--- config.mk ---
export PLATFORM = sky130hd
export DESIGN_NAME = booth_mul_arbiter_flat
export DESIGN_NICKNAME = d
export VERILOG_FILES = /design/src/rtl/booth_mul_arbiter_if.sv /design/src/rtl/booth_mul_arbiter.sv /design/src/flat_wrapper.sv
export SDC_FILE = /design/constraint.sdc
export NUM_CORES = 1
export LEC_CHECK = 0
export ABC_CLOCK_PERIOD_IN_PS = 2900
export CAP_MARGIN = 20
export CELL_PAD_IN_SITES_DETAIL_PLACEMENT = 0
export CELL_PAD_IN_SITES_GLOBAL_PLACEMENT = 1
export CORE_UTILIZATION = 31
export CTS_BUF_LIST = sky130_fd_sc_hd__clkbuf_16
export DETAILED_ROUTE_END_ITERATION = 16
export PLACE_DENSITY = 0.9
export SLEW_MARGIN = 10
export SYNTH_ARGS = -nofsm -noshare
export SYNTH_HDL_FRONTEND = slang
export SYNTH_SLANG_ARGS = --single-unit
export TNS_END_PERCENT = 50
--- constraint.sdc ---
create_clock -name clk -period 2.9 [get_ports clk]
set_clock_uncertainty 0.2 [all_clocks]
set_input_delay 0.435 -clock clk [delete_from_list [all_inputs] [get_ports clk]]
set_output_delay 0.435 -clock clk [all_outputs]
set_load 0.01 [all_outputs]
--- src/rtl/booth_mul_arbiter_if.sv ---
// Client/multiplier-facing signals of booth_mul_arbiter.
// The arbiter uses the slave view; the clients and the multiplier use the master view.
interface booth_mul_arbiter_if #(
  parameter int NREQ = 4,
  parameter int W    = 4
);
  localparam int IDW = (NREQ > 1) ? $clog2(NREQ) : 1;

  logic [NREQ-1:0]   req;
  logic [NREQ*W-1:0] req_a;
  logic [NREQ*W-1:0] req_b;
  logic [NREQ-1:0]   gnt;
  logic              busy;
  logic              mul_start;
  logic [W-1:0]      mul_a;
  logic [W-1:0]      mul_b;
  logic              mul_valid;
  logic [2*W-1:0]    mul_c;
  logic              rsp_valid;
  logic [IDW-1:0]    rsp_id;
  logic [2*W-1:0]    rsp_c;
  logic              rsp_err;

  modport slave (
    input  req, req_a, req_b, mul_valid, mul_c,
    output gnt, busy, mul_start, mul_a, mul_b, rsp_valid, rsp_id, rsp_c, rsp_err
  );

  modport master (
    output req, req_a, req_b, mul_valid, mul_c,
    input  gnt, busy, mul_start, mul_a, mul_b, rsp_valid, rsp_id, rsp_c, rsp_err
  );
endinterface

--- src/rtl/booth_mul_arbiter.sv ---
// Round-robin arbiter sharing one signed Booth multiplier between NREQ clients.
// IDLE: wait for req | ISSUE: gnt + mul_start | WAIT: poll mul_valid / timeout | RESP: rsp_valid pulse
module booth_mul_arbiter #(
  parameter int NREQ    = 4,
  parameter int W       = 4,
  parameter int TIMEOUT = 32,
  parameter int BLANK   = 2
) (
  input logic                clk,
  input logic                reset,
  booth_mul_arbiter_if.slave bus
);
  localparam int IDW = (NREQ > 1) ? $clog2(NREQ) : 1;
  localparam int CW  = $clog2(TIMEOUT + 1);

  typedef enum logic [1:0] {IDLE, ISSUE, WAIT, RESP} state_t;

  state_t          state_q, state_d;
  logic [IDW-1:0]  rr_ptr_q, rr_ptr_d;
  logic [IDW-1:0]  id_q, id_d;
  logic [IDW-1:0]  rsp_id_q, rsp_id_d;
  logic [CW-1:0]   cnt_q, cnt_d;
  logic [NREQ-1:0] gnt_q, gnt_d;
  logic            busy_q, busy_d;
  logic            mul_start_q, mul_start_d;
  logic            rsp_valid_q, rsp_valid_d;
  logic            rsp_err_q, rsp_err_d;
  logic [W-1:0]    mul_a_q, mul_a_d;
  logic [W-1:0]    mul_b_q, mul_b_d;
  logic [2*W-1:0]  rsp_c_q, rsp_c_d;

  logic            found;
  logic [IDW-1:0]  winner;
  logic [IDW:0]    probe;
  logic [W-1:0]    sel_a, sel_b;

  // Search starts just past the last winner and wraps modulo NREQ.
  always_comb begin
    found  = 1'b0;
    winner = '0;
    probe  = '0;
    for (int k = 1; k <= NREQ; k++) begin
      probe = {1'b0, rr_ptr_q} + (IDW+1)'(k);
      if (probe >= (IDW+1)'(NREQ)) probe = probe - (IDW+1)'(NREQ);
      if (!found && bus.req[probe[IDW-1:0]]) begin
        found  = 1'b1;
        winner = probe[IDW-1:0];
      end
    end
  end

  always_comb begin
    sel_a = '0;
    sel_b = '0;
    for (int i = 0; i < NREQ; i++) begin
      if (winner == IDW'(i)) begin
        sel_a = bus.req_a[i*W +: W];
        sel_b = bus.req_b[i*W +: W];
      end
    end
  end

  always_comb begin
    state_d     = state_q;
    rr_ptr_d    = rr_ptr_q;
    id_d        = id_q;
    cnt_d       = cnt_q;
    gnt_d       = '0;
    mul_start_d = 1'b0;
    rsp_valid_d = 1'b0;
    mul_a_d     = mul_a_q;
    mul_b_d     = mul_b_q;
    rsp_id_d    = rsp_id_q;
    rsp_c_d     = rsp_c_q;
    rsp_err_d   = rsp_err_q;
    unique case (state_q)
      IDLE: begin
        if (found) begin
          state_d     = ISSUE;
          rr_ptr_d    = winner;
          id_d        = winner;
          mul_a_d     = sel_a;
          mul_b_d     = sel_b;
          gnt_d       = NREQ'(1) << winner;
          mul_start_d = 1'b1;
        end
      end
      ISSUE: begin
        state_d = WAIT;
        cnt_d   = '0;
      end
      WAIT: begin
        // A valid seen on the timeout cycle still counts as a good result.
        if ((cnt_q >= CW'(BLANK)) && bus.mul_valid) begin
          state_d     = RESP;
          rsp_c_d     = bus.mul_c;
          rsp_err_d   = 1'b0;
          rsp_id_d    = id_q;
          rsp_valid_d = 1'b1;
        end else if (cnt_q == CW'(TIMEOUT - 1)) begin
          state_d     = RESP;
          rsp_c_d     = '0;
          rsp_err_d   = 1'b1;
          rsp_id_d    = id_q;
          rsp_valid_d = 1'b1;
        end else begin
          cnt_d = cnt_q + 1'b1;
        end
      end
      RESP: begin
        state_d = IDLE;
      end
    endcase
    busy_d = (state_d != IDLE);
  end

  always_ff @(posedge clk) begin
    if (!reset) begin
      state_q     <= IDLE;
      rr_ptr_q    <= IDW'(NREQ - 1);
      id_q        <= '0;
      cnt_q       <= '0;
      gnt_q       <= '0;
      busy_q      <= 1'b0;
      mul_start_q <= 1'b0;
      rsp_valid_q <= 1'b0;
      rsp_err_q   <= 1'b0;
      mul_a_q     <= '0;
      mul_b_q     <= '0;
      rsp_id_q    <= '0;
      rsp_c_q     <= '0;
    end else begin
      state_q     <= state_d;
      rr_ptr_q    <= rr_ptr_d;
      id_q        <= id_d;
      cnt_q       <= cnt_d;
      gnt_q       <= gnt_d;
      busy_q      <= busy_d;
      mul_start_q <= mul_start_d;
      rsp_valid_q <= rsp_valid_d;
      rsp_err_q   <= rsp_err_d;
      mul_a_q     <= mul_a_d;
      mul_b_q     <= mul_b_d;
      rsp_id_q    <= rsp_id_d;
      rsp_c_q     <= rsp_c_d;
    end
  end

  assign bus.gnt       = gnt_q;
  assign bus.busy      = busy_q;
  assign bus.mul_start = mul_start_q;
  assign bus.mul_a     = mul_a_q;
  assign bus.mul_b     = mul_b_q;
  assign bus.rsp_valid = rsp_valid_q;
  assign bus.rsp_id    = rsp_id_q;
  assign bus.rsp_c     = rsp_c_q;
  assign bus.rsp_err   = rsp_err_q;
endmodule
--- src/flat_wrapper.sv ---
// flat-port wrapper written by rule: the top's interface ports become plain ports
module booth_mul_arbiter_flat 
#(
  parameter int NREQ    = 4,
  parameter int W       = 4,
  parameter int TIMEOUT = 32,
  parameter int BLANK   = 2
)
  (clk, reset, bus_req, bus_req_a, bus_req_b, bus_mul_valid, bus_mul_c, bus_gnt, bus_busy, bus_mul_start, bus_mul_a, bus_mul_b, bus_rsp_valid, bus_rsp_id, bus_rsp_c, bus_rsp_err);
  booth_mul_arbiter_if #(.NREQ(NREQ), .W(W)) bus_i ();
  input logic clk;
  input logic reset;
  input wire logic [$bits(bus_i.req)-1:0] bus_req;
  input wire logic [$bits(bus_i.req_a)-1:0] bus_req_a;
  input wire logic [$bits(bus_i.req_b)-1:0] bus_req_b;
  input wire logic [$bits(bus_i.mul_valid)-1:0] bus_mul_valid;
  input wire logic [$bits(bus_i.mul_c)-1:0] bus_mul_c;
  output wire logic [$bits(bus_i.gnt)-1:0] bus_gnt;
  output wire logic [$bits(bus_i.busy)-1:0] bus_busy;
  output wire logic [$bits(bus_i.mul_start)-1:0] bus_mul_start;
  output wire logic [$bits(bus_i.mul_a)-1:0] bus_mul_a;
  output wire logic [$bits(bus_i.mul_b)-1:0] bus_mul_b;
  output wire logic [$bits(bus_i.rsp_valid)-1:0] bus_rsp_valid;
  output wire logic [$bits(bus_i.rsp_id)-1:0] bus_rsp_id;
  output wire logic [$bits(bus_i.rsp_c)-1:0] bus_rsp_c;
  output wire logic [$bits(bus_i.rsp_err)-1:0] bus_rsp_err;
  assign bus_i.req = bus_req;
  assign bus_i.req_a = bus_req_a;
  assign bus_i.req_b = bus_req_b;
  assign bus_i.mul_valid = bus_mul_valid;
  assign bus_i.mul_c = bus_mul_c;
  assign bus_gnt = bus_i.gnt;
  assign bus_busy = bus_i.busy;
  assign bus_mul_start = bus_i.mul_start;
  assign bus_mul_a = bus_i.mul_a;
  assign bus_mul_b = bus_i.mul_b;
  assign bus_rsp_valid = bus_i.rsp_valid;
  assign bus_rsp_id = bus_i.rsp_id;
  assign bus_rsp_c = bus_i.rsp_c;
  assign bus_rsp_err = bus_i.rsp_err;
  booth_mul_arbiter #(.NREQ(NREQ), .W(W), .TIMEOUT(TIMEOUT), .BLANK(BLANK)) u_core (.clk(clk), .reset(reset), .bus(bus_i));
endmodule
==> results of run 1 <==
state kept, by name, indices dropped and copies added, names as in the netlist:
name / count
u_core.bus.rsp_id: 2
u_core.bus.rsp_valid: 1
u_core.bus.busy: 1
u_core.bus.mul_b: 4
u_core.cnt_q: 6
u_core.bus.mul_start: 1
u_core.bus.gnt: 4
u_core.rr_ptr_q: 2
u_core.bus.rsp_err: 1
u_core.bus.mul_a: 4
u_core.state_q: 2
u_core.bus.rsp_c: 8
u_core.id_q: 2
area by class of cell:
type	count	area, um^2
repair buffers	75	743.2
inverters	5	18.77
clock inverters	3	12.51
clock buffers	5	125.1
multi-input cells	136	959.7
flip-flops and latches	38	760.7
well taps	72	90.09
fillers	550	2796
logic make-up (layout without fill, tap and decap cells):
family | Yosys count | after routing | synth area share
muxes | 19 | 19 | 0.1073
xor gates and xnor gates | 4 | 4 | 0.01976
adders and majority gates | 5 | 5 | 0.03529
DFF | 38 | 38 | 0.4291
buffers and inverters | 15 | 88 | 0.03317
AOI/OAI and AO/OA | 33 | 33 | 0.1482
and+or+nand+nor | 75 | 75 | 0.2272
power by group:
group / leakage (nW) / switching [mW] / total, mW / internal (mW)
registers: 0.310 / 0.0704 / 0.714 / 0.644
clock network: 0.0724 / 0.200 / 0.510 / 0.310
logic: 0.651 / 0.365 / 0.742 / 0.377
stage by stage:
stage	worst slack, ns	hold slack (ns)
2_1_floorplan	0.7392	0.2429
3_3_place_gp	0.5459	0.2622
3_5_place_dp	0.4817	0.2680
4_1_cts	0.5381	0.2752
5_1_grt	0.4468	0.3088
6_report	0.5649	0.2732
critical path: cells and delay by family, from the launching register on:
family | cells | cell delay, ns
compound gates | 3 | 0.78
flops | 1 | 0.37
simple gates | 2 | 0.88
how the worst max path moves through the flow:
| stage | end | slack [ns] | cells past startpoint |
|---|---|---|---|
| floorplan | u_core.cnt_q[1] | 0.74 | 5 |
| global placement | u_core.bus.busy | 0.55 | 5 |
| detailed placement | u_core.bus.mul_a[3] | 0.48 | 7 |
| CTS | u_core.bus.busy | 0.54 | 5 |
| global route | u_core.bus.busy | 0.45 | 5 |
| finish | u_core.bus.busy | 0.56 | 5 |
Yosys cell counts (2+ instances only):
cell      number
buf_2          2
nor2_1        13
nand4_1        5
nand3_1       17
o221ai_1       9
and2_1         3
clkbuf_1       8
dfxtp_1       38
o21ai_0        4
nor2b_1        5
a21oi_1        4
nand2_1       16
mux2i_1       19
a21boi_0      10
nand2b_1       4
inv_1          5
and3_1         2
nor3_1         2
ha_1           5
xnor2_1        3
metal layers:
layer	vias to the layer above	share of wire	GRT usage	routed length (um)
li1	822	-	-	-
met1	723	0.41	0.1679	1810
met2	42	0.51	0.2752	2241
met3	7	0.059	0.04941	258
met4	0	0.017	0.06226	74
met5	-	0	0	0
==> results.json, run 1 <==
{
  "status": "completed",
  "layoutNonFillerInstCount": 334,
  "die_area_mm2": 0.006026,
  "finalCritPeriodShare": 0.8052,
  "tightest_slew_ns": 0.4979,
  "setup-tns-final_ns": 0,
  "max_cap_violations": 0,
  "p_leak_nw": 1.034,
  "rsz0062_at_grt": "no",
  "grt_pass1_wl_um": 7286,
  "port_buffers": 72,
  "cp_max_fo": 13,
  "setup_violations": 0,
  "firstDrtPassIters": 4,
  "ir_drop_mv": 0.3272,
  "wl_per_cell_um": 13.13,
  "syn_area_mm2": 0.001773,
  "ioPinCount": 73,
  "drv_slew": 0,
  "fp.coreArea_mm2": 0.005507,
  "synth_edf_count": 0,
  "fp.dieH_um": 77.63,
  "rrSetupSlack_ns": 0.56,
  "grt_start_max_net_pins": 31,
  "grt_usage": 0.1544,
  "wl_um": 4386,
  "final_cell_mix": "72 x clkdlybuf4s50_1, 38 x dfxtp_1, 19 x mux2i_1",
  "worstSetupStartpoint": "u_core.cnt_q[1]",
  "cts_max_level": 2,
  "post-cts-setup-buffers": 0,
  "place.detailed.hpwl_um": 3166,
  "post-place-cells": 326,
  "drive_above_1_share": 0.06870,
  "cts_sinks": 38,
  "worstPathRequired_ns": 2.87,
  "fmax_mhz": 428.2,
  "nets": 313,
  "drc": 0,
  "synthTopCellsByArea": "dfxtp_1 43%, mux2i_1 11%, nand3_1 4.8%",
  "grt_overflow": 0,
  "row_count": 27,
  "cp_cell_sequence": "or4_4 -> o311a_2 -> nor2_2 -> o22ai_1 -> o21a_1",
  "cts_buffers": 5,
  "async_flop_share": 0,
  "layout-area-overhead-vs-synth_pct": 52.86,
  "cts_hold_buf": 0,
  "slowest_stage": "or4_4",
  "clock_latency_ns": 0.28,
  "drtAntennaViolNets": 0,
  "ys_seq_area_frac": 0.4291,
  "slew_headroom": 0.6663,
  "r2r_end": "u_core.bus.busy",
  "crit_path_start_kind": "flip-flop",
  "die_w_um": 77.63,
  "total_power_mw": 1.967,
  "hold_end": "u_core.bus.rsp_c[7]",
  "syn_avg_cell_area_um2": 9.381,
  "crit_type": "flip-flop to flip-flop",
  "cellPowerDensity_mw_per_mm2": 725.7,
  "synth_nets": 241,
  "vias": 1594,
  "n_antenna_cell": 0,
  "min_path_cells": 2,
  "grt_pass1_vias": 1606,
  "synth_largest_area_cell": "dfxtp_1",
  "end_kind": "flip-flop",
  "reg2reg_from": "u_core.cnt_q[1]",
  "cts_root_buf": "clkbuf_16",
  "viasPerCell": 4.772,
  "hold_violations": 0,
  "post-route-util": 0.4922,
  "cts-resized-gates": 0,
  "fin_area_mm2": 0.002710,
  "clk_pin_slew_ns": 0.06,
  "ys_types": 35,
  "drtIter0Drc": 49,
  "place.gp.congestion": 0.7504,
  "crit_arrival_ns": 2.30,
  "reg2reg_depth": 5,
  "min_from": "u_core.bus.rsp_c[7]",
  "cts_tree": "built",
  "critPathMaxStageDelay_ns": 0.58,
  "yosysWarnings": 0,
  "final_common_cell": "clkdlybuf4s50_1",
  "synthFlopType": "dfxtp_1",
  "placed_area_mm2": 0.002572,
  "antenna_found_initial": 0,
  "fin_crit_ns": 2.335,
  "postSynthCellCount": 189,
  "synth_top_area_frac": 0.4291,
  "initial_core_util": 0.3220,
  "min_path_type": "flip-flop to flip-flop",
  "ys_ff_latch": 38,
  "clk_path_buf_depth": 2
}
No activity file was read; power rests on OpenSTA's default activity.
==> inputs of run 2 (changes only) <==
--- a/config.mk
+++ b/config.mk
@@ -5,7 +5,7 @@
 export SDC_FILE = /design/constraint.sdc
 export NUM_CORES = 1
 export LEC_CHECK = 0
-export ABC_CLOCK_PERIOD_IN_PS = 2900
+export ABC_CLOCK_PERIOD_IN_PS = 2290
 export CAP_MARGIN = 20
 export CELL_PAD_IN_SITES_DETAIL_PLACEMENT = 0
 export CELL_PAD_IN_SITES_GLOBAL_PLACEMENT = 1
==> constraint.sdc (replaced) <==
create_clock -name clk -period 2.29 [get_ports clk]
set_clock_uncertainty 0.2 [all_clocks]
set_input_delay 0.3435 -clock clk [delete_from_list [all_inputs] [get_ports clk]]
set_output_delay 0.3435 -clock clk [all_outputs]
set_load 0.01 [all_outputs]
==> results.json, run 2 (synthesis gave the netlist of run 1 again) <==
{
  "crit_type": "flip-flop to flip-flop",
  "grt_pass1_vias": 1631,
  "hold_violations": 0,
  "hold_end": "u_core.bus.rsp_c[2]",
  "reg2reg_from": "u_core.cnt_q[1]",
  "cts_sinks": 38,
  "initial_core_util": 0.3220,
  "clock_latency_ns": 0.28,
  "ioPinCount": 73,
  "drive_above_1_share": 0.09023,
  "crit_path_start_kind": "flip-flop",
  "p_leak_nw": 1.060,
  "fp.coreArea_mm2": 0.005507,
  "grt_start_max_net_pins": 31,
  "nets": 318,
  "row_count": 27,
  "min_from": "u_core.bus.rsp_c[2]",
  "drv_slew": 0,
  "die_w_um": 77.63,
  "cp_max_fo": 5,
  "wl_per_cell_um": 13.07,
  "cts_hold_buf": 0,
  "fp.dieH_um": 77.63,
  "worstPathRequired_ns": 2.26,
  "cellPowerDensity_mw_per_mm2": 910.8,
  "tightest_slew_ns": 0.4459,
  "min_path_cells": 2,
  "whs_ns": 0.2749,
  "rrSetupSlack_ns": 0.13,
  "cts_root_buf": "clkbuf_16",
  "largest_reg_flops": 8,
  "slowest_stage": "or4_4",
  "crit_arrival_ns": 2.13,
  "cts_tree": "built",
  "cts-resized-gates": 0,
  "final_cell_mix": "72 x clkdlybuf4s50_1, 38 x dfxtp_1, 19 x mux2i_1",
  "cp_cell_sequence": "or4_4 -> o311a_2 -> nor2_2 -> o22ai_1 -> o21a_1",
  "slew_headroom": 0.6996,
  "post-place-cells": 331,
  "setup_violations": 0,
  "place.detailed.hpwl_um": 3221,
  "n_antenna_cell": 0,
  "place.gp.congestion": 0.8185,
  "grt_pass1_wl_um": 7410,
  "min_path_type": "flip-flop to flip-flop",
  "layout-area-overhead-vs-synth_pct": 55.54,
  "rsz0062_at_grt": "no",
  "end_kind": "flip-flop",
  "clk_pin_slew_ns": 0.06,
  "die_area_mm2": 0.006026,
  "port_buffers": 72,
  "drtIter0Drc": 59,
  "reg2reg_depth": 5,
  "cts_buffers": 5,
  "finalCritPeriodShare": 0.9445,
  "critPathMaxStageDelay_ns": 0.55,
  "post-cts-setup-buffers": 0,
  "firstDrtPassIters": 4,
  "drtAntennaViolNets": 0,
  "placed_area_mm2": 0.002623,
  "r2r_end": "u_core.bus.busy",
  "antenna_found_initial": 0,
  "clk_path_buf_depth": 2,
  "layoutNonFillerInstCount": 338,
  "max_cap_violations": 0,
  "drc": 0,
  "vias": 1656,
  "cts_max_level": 2,
  "grt_overflow": 0,
  "fin_crit_ns": 2.163,
  "final_common_cell": "clkdlybuf4s50_1",
  "fmax_mhz": 462.4,
  "ir_drop_mv": 0.4793,
  "status": "completed",
  "wl_um": 4419,
  "grt_usage": 0.1552,
  "viasPerCell": 4.899,
  "fin_area_mm2": 0.002758
}
## run 2: cell types whose count changed in the layout (fill, tap and decap cells not counted)
cell      previous run  this run
clkinv_2             1         2
clkinv_1             1         0
buf_4                3         7
buf_12               0         1
inv_1                6         5
## run 2: worst max-delay path by stage
stage	from	endpoint	depth (start not counted)
after floorplan	u_core.cnt_q[1]	u_core.cnt_q[1]	5
after global placement	bus_req[3]	u_core.bus.mul_b[1]	7
after detailed placement	bus_req[3]	u_core.bus.mul_a[1]	7
after CTS	u_core.cnt_q[1]	u_core.cnt_q[5]	6
after global routing	u_core.cnt_q[1]	u_core.cnt_q[5]	6
final	u_core.cnt_q[1]	u_core.bus.busy	5
## run 2: metal layers
metal | vias up | track usage | part of all wire
met2 | 42 | 0.2699 | 0.50
met4 | 0 | 0.06226 | 0.019
met3 | 8 | 0.03882 | 0.047
li1 | 834 | - | -
met1 | 772 | 0.1807 | 0.44
met5 | - | 0 | 0
## run 2: area by class of cell
| cell class | instances | area, um^2 |
|---|---|---|
| inverter | 5 | 18.77 |
| multi-input combinational | 136 | 959.7 |
| timing repair buffer | 80 | 793.3 |
| tap | 72 | 90.09 |
| fill | 539 | 2749 |
| clock buffer | 5 | 125.1 |
| clock inverter | 2 | 10.01 |
| sequential | 38 | 760.7 |
## run 2: report_power, final
group / switching (mW) / internal [mW]
clock: 0.249 / 0.392
sequential: 0.0883 / 0.815
combinational: 0.465 / 0.501
## run 2: stage by stage
step                      total power [mW]  worst slack [ns]  setup TNS, ns    util
after floorplan                      1.456            0.1292              0       -
after global placement               1.883           0.08124              0  0.4763
after detailed placement             1.890          -0.04116       -0.04116  0.4763
after CTS                            2.538            0.1255              0  0.5008
after global routing                 2.675           0.01748              0  0.5008
final                                2.512            0.1272              0  0.5008
## run 2: worst max-delay path, delay by kind of cell, from the launching register on
kind,cells,cell delay (ns)
DFF,1,0.31
AOI/OAI and AO/OA,3,0.70
and+or+nand+nor,2,0.84
==> inputs of run 3 (changes only) <==
--- a/config.mk
+++ b/config.mk
@@ -13,6 +13,7 @@
 export CTS_BUF_LIST = sky130_fd_sc_hd__clkbuf_16
 export DETAILED_ROUTE_END_ITERATION = 16
 export PLACE_DENSITY = 0.9
+export SETUP_SLACK_MARGIN = 0.3
 export SLEW_MARGIN = 10
 export SYNTH_ARGS = -nofsm -noshare
 export SYNTH_HDL_FRONTEND = slang
==> results.json, run 3 (synthesis gave the netlist of run 1 again) <==
{
  "cts_root_buf": "clkbuf_16",
  "port_buffers": 72,
  "crit_arrival_ns": 2.11,
  "switchingPower_mw": 0.8518,
  "final_common_cell": "clkdlybuf4s50_1",
  "place_ws_ns": -0.01249,
  "p_leak_nw": 1.145,
  "hold_violations": 0,
  "setup-tns-final_ns": 0,
  "setup_violations": 0,
  "antenna_found_initial": 0,
  "place.gp.congestion": 0.7753,
  "fin_crit_ns": 2.098,
  "grt_usage": 0.1604,
  "vias": 1675,
  "fp.dieH_um": 77.63,
  "post-place-cells": 330,
  "p_int_mw": 1.804,
  "wl_um": 4876,
  "viasPerCell": 4.855,
  "wl_per_cell_um": 14.13,
  "multi_input_area_mm2": 0.001017,
  "ir_drop_mv": 0.3590,
  "cts_tree": "built",
  "layout-area-overhead-vs-synth_pct": 64.50,
  "grt_overflow": 0,
  "initial_core_util": 0.3220,
  "cts_sinks": 38,
  "fin_area_mm2": 0.002917,
  "end_kind": "flip-flop",
  "crit_path_start_kind": "flip-flop",
  "nets": 326,
  "clock_latency_ns": 0.28,
  "cellPowerDensity_mw_per_mm2": 910.6,
  "wl_met3_um": 274,
  "whs_ns": 0.2754,
  "grt_start_max_net_pins": 31,
  "fmax_mhz": 476.7,
  "grt_pass1_wl_um": 7638,
  "place.detailed.hpwl_um": 3270,
  "drv_slew": 0,
  "met1_length_um": 2006,
  "status": "completed",
  "rsz0062_at_grt": "yes",
  "layoutNonFillerInstCount": 345,
  "setup_slack_ns": 0.1921,
  "drtIter0Drc": 52,
  "ioPinCount": 73,
  "slew_headroom": 0.6257,
  "drive_above_1_share": 0.1355,
  "cp_max_fo": 2,
  "die_area_mm2": 0.006026,
  "firstDrtPassIters": 4,
  "clk_path_buf_depth": 2,
  "top_layer_used": "met4",
  "crit_type": "flip-flop to flip-flop",
  "grt_pass1_vias": 1636,
  "final_cell_mix": "69 x clkdlybuf4s50_1, 37 x dfxtp_1, 18 x mux2i_1",
  "regArea_um2": 762.0,
  "drc": 0,
  "pwr-share-clk": 0.236,
  "combinationalPowerShare": 0.422,
  "cts_buffers": 5,
  "fillers": 529,
  "clk_pin_slew_ns": 0.05,
  "row_count": 27,
  "die_w_um": 77.63,
  "tightest_slew_ns": 0.5556,
  "drtAntennaViolNets": 0,
  "seq_power_share": 0.342,
  "p_sw_frac": 0.3207,
  "cts_max_level": 2,
  "routed-wl-met2_um": 2504,
  "worstPathRequired_ns": 2.31,
  "placed_area_mm2": 0.002620,
  "finalCritPeriodShare": 0.9161,
  "largest_reg_flops": 8,
  "fp.coreArea_mm2": 0.005507,
  "n_antenna_cell": 0,
  "max_cap_violations": 0,
  "min_path_type": "flip-flop to flip-flop"
}
[run 3: cell count changes in the layout (fill, tap and decap cells not counted), moves of 2 or more]
| cell | change |
|---|---|
| nor3_2 | +2 |
| clkdlybuf4s50_1 | -3 |
| clkbuf_16 | +2 |
| dlymetal6s2s_1 | +3 |
| clkinv_2 | -2 |
| nor3_1 | -2 |
| buf_4 | +5 |
[run 3: worst paths after layout]
| kind | to | cells past startpoint | slack [ns] | from |
|---|---|---|---|---|
| worst max register to register | u_core.cnt_q[1] | 5 | 0.19 | u_core.cnt_q[1] |
| worst max-delay path | u_core.cnt_q[1] | 5 | 0.19 | u_core.cnt_q[1] |
| worst min-delay path | u_core.bus.rsp_c[0] | 2 | 0.28 | u_core.bus.rsp_c[0] |
| worst min register to register | u_core.bus.rsp_c[0] | 2 | 0.28 | u_core.bus.rsp_c[0] |
[run 3: area by class of cell]
cell class / instances / area share
Inverter: 5 / 0.006435
Timing Repair Buffer: 88 / 0.3085
Clock buffer: 5 / 0.04290
Clock inverter: 1 / 0.001287
Tap cell: 72 / 0.03089
Multi-Input combinational cell: 136 / 0.3488
Sequential cell: 38 / 0.2613
[run 3: timing repair]
item,4_1_cts,5_1_grt
pin swaps,2,3
setup endpoints to repair,13,26
gates cloned,0,2
buffers inserted,4,3
hold buffers,0,0
gates resized for setup,5,10
[run 3: critical path: stages (launching register included)]
cell and delay [ns]:
dfxtp_1 0.32, or4_4 0.56, o311ai_4 0.34, nand3_4 0.10
or3b_1 0.38, a21boi_2 0.14
[run 3: metal layers]
layer | track usage | vias to the layer above
met2 | 0.2628 | 44
met5 | 0 | -
met1 | 0.1960 | 777
met3 | 0.04235 | 9
li1 | - | 845
met4 | 0.07170 | 0
[run 3: per-stage QoR]
step,utilization,power (mW)
4_1_cts,0.5097,2.573
6_report,0.5297,2.656
5_1_grt,0.5297,2.827
3_3_place_gp,0.4758,1.876
3_5_place_dp,0.4758,1.895
2_1_floorplan,-,1.456
[run 3: power by group through the flow]
stage	registers [mW]	clock network [mW]	logic, mW
after floorplan	0.951	0	0.505
after global placement	0.916	0	0.960
after detailed placement	0.916	0	0.980
after CTS	0.906	0.648	1.02
after global routing	0.924	0.685	1.22
final	0.908	0.628	1.12
